### config.mk
export PLATFORM = sky130hd
export DESIGN_NAME = video_in_capture
export DESIGN_NICKNAME = d
export VERILOG_FILES = /design/src/rtl/video_in_capture.sv
export SDC_FILE = /design/constraint.sdc
export NUM_CORES = 1
export LEC_CHECK = 0
export CAP_MARGIN = 40
export CORE_MARGIN = 2
export CORE_UTILIZATION = 45
export DETAILED_ROUTE_END_ITERATION = 8
export PLACE_DENSITY = 0.69
export RECOVER_POWER = 100
export SLEW_MARGIN = 20
export SYNTH_ARGS = -nofsm -noshare
export SYNTH_HDL_FRONTEND = slang
export SYNTH_SLANG_ARGS = --single-unit
### constraint.sdc
create_clock -name clk -period 2.2 [get_ports clk]
set_clock_uncertainty 0.05 [all_clocks]
set_input_delay 0.22 -clock clk [delete_from_list [all_inputs] [get_ports clk]]
set_output_delay 0.22 -clock clk [all_outputs]
set_load 0.1 [all_outputs]
### src/rtl/video_in_capture.sv
// video_in_capture
//   Receive side of a parallel camera-style video interface. The pixel clock
//   is treated as data: it is oversampled in the clk domain, and pixel_in,
//   frame_valid and line_valid are sampled on each detected falling edge.
//   Pixels are packed four per 32-bit word and the words are written to a
//   downstream FIFO. Line length and frame height are checked.
//
// Ports
//   clk          system clock; all logic runs on it
//   nRST         asynchronous active-low reset
//   clk_in       pixel clock from the source (asynchronous, <= clk/4)
//   pixel_in     8-bit pixel from the source
//   frame_valid  frame active from the source
//   line_valid   line active from the source
//   w_en         one-cycle FIFO write strobe
//   w_data       packed word, first pixel of the group in [7:0]
//   fifo_full    FIFO cannot accept a write this cycle
//   clear        synchronous clear of the sticky status flags
//   frame_done   one-cycle pulse at the end of each captured frame
//   line_err     sticky: a line ended with a pixel count other than p_WIDTH
//   frame_err    sticky: a frame ended with a line count other than p_HEIGHT
//   overflow     sticky: a word was dropped because fifo_full was high
//   frame_cnt    (only with VIDEO_IN_FRAME_CNT_EN) count of frame_done pulses
//
// Optional feature macro: VIDEO_IN_FRAME_CNT_EN
//
// state | meaning
// ------+---------------------------------------------------------------
// SYNC  | after reset; wait for fv=0 so capture starts on a frame boundary
// IDLE  | between frames; wait for fv=1
// LINE  | inside a line; every lv=1 sample is a pixel
// GAP   | inside a frame, between lines
module video_in_capture #(
    parameter int p_WIDTH  = 640,
    parameter int p_HEIGHT = 480
) (
    input  logic        clk,
    input  logic        nRST,
    input  logic        clk_in,
    input  logic [7:0]  pixel_in,
    input  logic        frame_valid,
    input  logic        line_valid,
    output logic        w_en,
    output logic [31:0] w_data,
    input  logic        fifo_full,
    input  logic        clear,
    output logic        frame_done,
    output logic        line_err,
    output logic        frame_err,
    output logic        overflow
`ifdef VIDEO_IN_FRAME_CNT_EN
    ,
    output logic [15:0] frame_cnt
`endif
);

    typedef enum logic [1:0] {SYNC, IDLE, LINE, GAP} state_t;

    state_t      state, state_nx;
    logic [2:0]  clk_in_sr;
    logic        smp;
    logic        smp_vld;
    logic [7:0]  smp_pix;
    logic        smp_fv;
    logic        smp_lv;
    logic [10:0] pix_cnt, pix_cnt_nx;
    logic [9:0]  line_cnt, line_cnt_nx;
    logic [23:0] pack, pack_nx;
    logic        capture;
    logic        wr_set;
    logic        wr_pend;
    logic        done_set;
    logic        line_err_set;
    logic        frame_err_set;

    // [0],[1] synchronize clk_in; [2] is the previous synced value.
    assign smp = clk_in_sr[2] & ~clk_in_sr[1];

    always_ff @(posedge clk or negedge nRST) begin
        if (!nRST) begin
            clk_in_sr <= '0;
            smp_vld   <= 1'b0;
            smp_pix   <= '0;
            smp_fv    <= 1'b0;
            smp_lv    <= 1'b0;
        end else begin
            clk_in_sr <= {clk_in_sr[1:0], clk_in};
            smp_vld   <= smp;
            if (smp) begin
                smp_pix <= pixel_in;
                smp_fv  <= frame_valid;
                smp_lv  <= line_valid;
            end
        end
    end

    always_ff @(posedge clk or negedge nRST) begin
        if (!nRST) begin
            state    <= SYNC;
            pix_cnt  <= '0;
            line_cnt <= '0;
            pack     <= '0;
        end else begin
            state    <= state_nx;
            pix_cnt  <= pix_cnt_nx;
            line_cnt <= line_cnt_nx;
            pack     <= pack_nx;
        end
    end

    always_comb begin
        state_nx      = state;
        pix_cnt_nx    = pix_cnt;
        line_cnt_nx   = line_cnt;
        pack_nx       = pack;
        capture       = 1'b0;
        wr_set        = 1'b0;
        done_set      = 1'b0;
        line_err_set  = 1'b0;
        frame_err_set = 1'b0;
        if (smp_vld) begin
            case (state)
                SYNC: begin
                    if (!smp_fv) state_nx = IDLE;
                end
                IDLE: begin
                    line_cnt_nx = '0;
                    pix_cnt_nx  = '0;
                    if (smp_fv) begin
                        if (smp_lv) begin
                            capture  = 1'b1;
                            state_nx = LINE;
                        end else begin
                            state_nx = GAP;
                        end
                    end
                end
                LINE: begin
                    if (smp_lv && smp_fv) begin
                        capture = 1'b1;
                    end else begin
                        // Line end; a partial word is dropped with the pack register.
                        line_err_set = (pix_cnt != 11'(p_WIDTH));
                        line_cnt_nx  = line_cnt + 10'd1;
                        pix_cnt_nx   = '0;
                        pack_nx      = '0;
                        if (!smp_fv) begin
                            done_set      = 1'b1;
                            frame_err_set = (line_cnt_nx != 10'(p_HEIGHT));
                            state_nx      = IDLE;
                        end else begin
                            state_nx = GAP;
                        end
                    end
                end
                GAP: begin
                    if (!smp_fv) begin
                        done_set      = 1'b1;
                        frame_err_set = (line_cnt != 10'(p_HEIGHT));
                        state_nx      = IDLE;
                    end else if (smp_lv) begin
                        capture  = 1'b1;
                        state_nx = LINE;
                    end
                end
                default: state_nx = SYNC;
            endcase
        end
        // pix_cnt is always 0 when entering a line, so lane 0 takes the first pixel.
        if (capture) begin
            pix_cnt_nx = pix_cnt + 11'd1;
            if (pix_cnt[1:0] == 2'd3) begin
                wr_set  = 1'b1;
                pack_nx = '0;
            end else begin
                pack_nx[8*pix_cnt[1:0] +: 8] = smp_pix;
            end
        end
    end

    // The write strobe is gated by fifo_full in the same cycle it is offered.
    assign w_en = wr_pend & ~fifo_full;

    always_ff @(posedge clk or negedge nRST) begin
        if (!nRST) begin
            wr_pend    <= 1'b0;
            w_data     <= '0;
            frame_done <= 1'b0;
            line_err   <= 1'b0;
            frame_err  <= 1'b0;
            overflow   <= 1'b0;
        end else begin
            wr_pend    <= wr_set;
            if (wr_set) w_data <= {smp_pix, pack};
            frame_done <= done_set;
            // Set has priority over clear.
            line_err   <= line_err_set  | (line_err  & ~clear);
            frame_err  <= frame_err_set | (frame_err & ~clear);
            overflow   <= (wr_pend & fifo_full) | (overflow & ~clear);
        end
    end

`ifdef VIDEO_IN_FRAME_CNT_EN
    always_ff @(posedge clk or negedge nRST) begin
        if (!nRST) frame_cnt <= '0;
        else if (done_set) frame_cnt <= frame_cnt + 16'd1;
    end
`endif

endmodule
==> results.ini <==
[floorplan]
rows=35
core-area_um2=9280
die_w_um=102
die_area_um2=10400
start_util_pct=46.5
ios=52
die_h_um=102

[placed_design]
dpl-instance-area_um2=4940
port_buffers=51
place_inst=596
dp_hpwl_um=6220
pre_cts_ws_ns=0.230
finalWeightedCongestion=0.846

[drt]
via_count=3243
ant_nets=0
drt-total-wl_um=9060
drc_errors=0
dr.pass1.iters=4
wl_per_cell_um=14.8
dr.first_iter.drc_count=219
vias_per_cell=5.29

[critical_path]
r2r-end=pack[12]
slowest_delay_ns=0.44
critPathArrivalTime_ns=2.21
crit_chain=inv_1 > ha_1 > nor2b_1 > nand4b_1 > nor2_1 > clkbuf_1 > a22o_1
critPathCaptureType=flip-flop
r2r_slack_ns=0.25
start_kind=flip-flop
crit_path_start=pix_cnt[1]
cp_slowest_cell=dfrtp_1
worstReg2RegStart=pix_cnt[1]
ff2ff_path_depth=7
cp.buffers_inverters=2
cp.required_ns=2.46
crit_path_end=pack[12]
critical_path.top_delay_family=flip-flops
worstSetupPathType=reg2reg
worst-path-max-fanout=8
crit_cells=7

[clock_network]
h-tree-depth=3
cts_setup_buffers=0
cts_tree=done
cts_made_buffers=9
root_buffer=clkbuf_8
clk_path_buf_depth=2
clock-sinks=98
path_clk_slew_ns=0.10
clkLatencyLatePin_ns=0.37

[sta]
worst_hold_slack_ns=0.307
worst_pin_slew_ns=1.17
drv_slew=0
setup_viol=0
hold_violations=0
slew_headroom_pct=22.2
rsz0062_at_grt=no
timing.final.ws_setup_ns=0.252
min_period_over_period_pct=88.6
fmax_mhz=513
fin_crit_ns=1.95
fin_tns_setup_ns=0

[final_layout]
drive_above_1_share_pct=14.3
instances_no_fill=613
antenna_cells=0
nets=501
final_util_pct=53.8
design_area_um2=4990
synthToLayoutAreaGrowth_pct=15.7

[yosys]
synth_common_cells=nand2_1 (112), dfrtp_1 (98), nor2_1 (30)
syn_nets=443
yosys.area.top_type=dfrtp_1
syn-cell-area_um2=4310
ys_warn_count=0
synthTopCellsByArea=dfrtp_1 (57%), nand2_1 (9.7%), a22oi_1 (2.8%)
synthArstFlopShare_pct=100
yosysMostFrequentCell=nand2_1
synthDistinctLibCells=54
synth-seq-cells=98
syn_inst=421
synth-seq-area-share_pct=56.8
yosysTopAreaCellShare_pct=56.8
avgSynthCellArea_um2=10.2
synth_ff_type=dfrtp_1
synth_edf_count=0

[grt]
grt-ovfl-total=0
use_met1_pct=27.7
grt_pass1_wl_um=15300
grt_usage_pct=19.0
grt_use_met2_pct=28.3
gr-usage-met3_pct=3.69
top_usage_layer=met2
grt_pass1_vias=3043
grt_start_max_net_pins=42
antenna_found_initial=0

[pwr]
netSwitchingPower_mw=2.21
p_seq_share_pct=45.5
p_leak_nw=2.44
sw_frac_of_total_pct=43.0
ir_worst_vdd_mv=0.935
p_clk_share_pct=22.2
pwr_density_cell_nw_per_um2=1030
total_power_mw=5.13
internal_power_mw=2.92
p_comb_share_pct=32.3

[run]
maxCapViolCount=0

[outcome]
status=finished clean

[min_path]
hold_class=reg2reg

metal layers:
metal | part of all wire, % | vias to the layer above
li1 | - | 1576
met1 | 48 | 1578
met2 | 46 | 77
met3 | 4.9 | 12
met4 | 1.6 | 0
met5 | 0 | -
timing repair:
action                                 4_1_cts  5_1_grt
hold buffers                                 1        0
endpoints found under the hold margin       33        0
gates resized for setup                      0        1
setup endpoints to repair                    0        1
registers in the layout, indices dropped and copies added (netlist names):
signal,count
w_data,32
pack,24
pix_cnt,11
line_cnt,10
smp_pix,8
clk_in_sr,3
state,2
frame_done,1
frame_err,1
line_err,1
overflow,1
smp_fv,1
smp_lv,1
smp_vld,1
wr_pend,1
power by group through the flow:
stage	combinational, mW	sequential, mW	clock [mW]
2_1_floorplan	0.607	3.04	0
3_3_place_gp	1.71	2.35	0
3_5_place_dp	1.74	2.36	0
4_1_cts	1.75	2.33	1.17
5_1_grt	1.77	2.37	1.25
6_report	1.66	2.33	1.14
kinds of logic (layout without fill, tap and decap cells):
family,after synthesis,after routing,share of synthesized area [%]
and+or+nand+nor,191,191,20.5
DFF,98,98,56.8
AOI/OAI and AO/OA,82,82,13.9
buffers and inverters,27,90,2.84
muxes,12,12,3.07
adders and majority gates,7,7,2.03
xor gates and xnor gates,4,4,0.812
final cells by class:
cell class / count / area (um^2)
sequential: 98 / 2450
clock buffer: 10 / 138
multi-input combinational: 296 / 1740
fill: 866 / 4290
inverter: 9 / 33.8
tap: 129 / 161
clock inverter: 6 / 55.1
timing repair buffer: 65 / 410
layout by cell type (no fill, tap or decap), drive strengths merged, types with 2 or more instances in the layout:
| cell | instances |
|---|---|
| o41ai | 2 |
| a21oi | 13 |
| mux2i | 2 |
| nand2b | 3 |
| dlygate4sd3 | 2 |
| nand2 | 112 |
| a22o | 9 |
| dfrtp | 98 |
| clkbuf | 52 |
| nor2 | 32 |
| nor4b | 2 |
| ha | 7 |
| nand3 | 9 |
| a221o | 2 |
| nor3 | 4 |
| buf | 8 |
| a22oi | 16 |
| xnor2 | 3 |
| o31ai | 3 |
| inv | 13 |
| o211ai | 3 |
| o21ai | 21 |
| a32oi | 2 |
| mux2 | 10 |
| a32o | 2 |
| nor2b | 7 |
| nand4 | 4 |
| clkdlybuf4s50 | 12 |
| a31oi | 4 |
| and3 | 7 |
| and2 | 4 |
| clkinvlp | 2 |
| or4 | 2 |
worst register-to-register path: stages, from the launching register on:
cell and delay, ns:
dfrtp_1 0.44, inv_1 0.12, ha_1 0.39, nor2b_1 0.20
nand4b_1 0.11, nor2_1 0.09, clkbuf_1 0.32, a22o_1 0.19
worst min-delay path by stage:
stage,start,to,slack [ns],depth (start not counted)
after CTS,clk_in,clk_in_sr[0],0.22,1
after detailed placement,nRST,clk_in_sr[0],0.16,1
after floorplan,nRST,clk_in_sr[0],-0.13,0
final,clk_in_sr[0],clk_in_sr[1],0.31,0
after global routing,clk_in_sr[0],clk_in_sr[1],0.32,0
after global placement,nRST,clk_in_sr[0],0.16,1
Power figures use the tool's default switching activity.
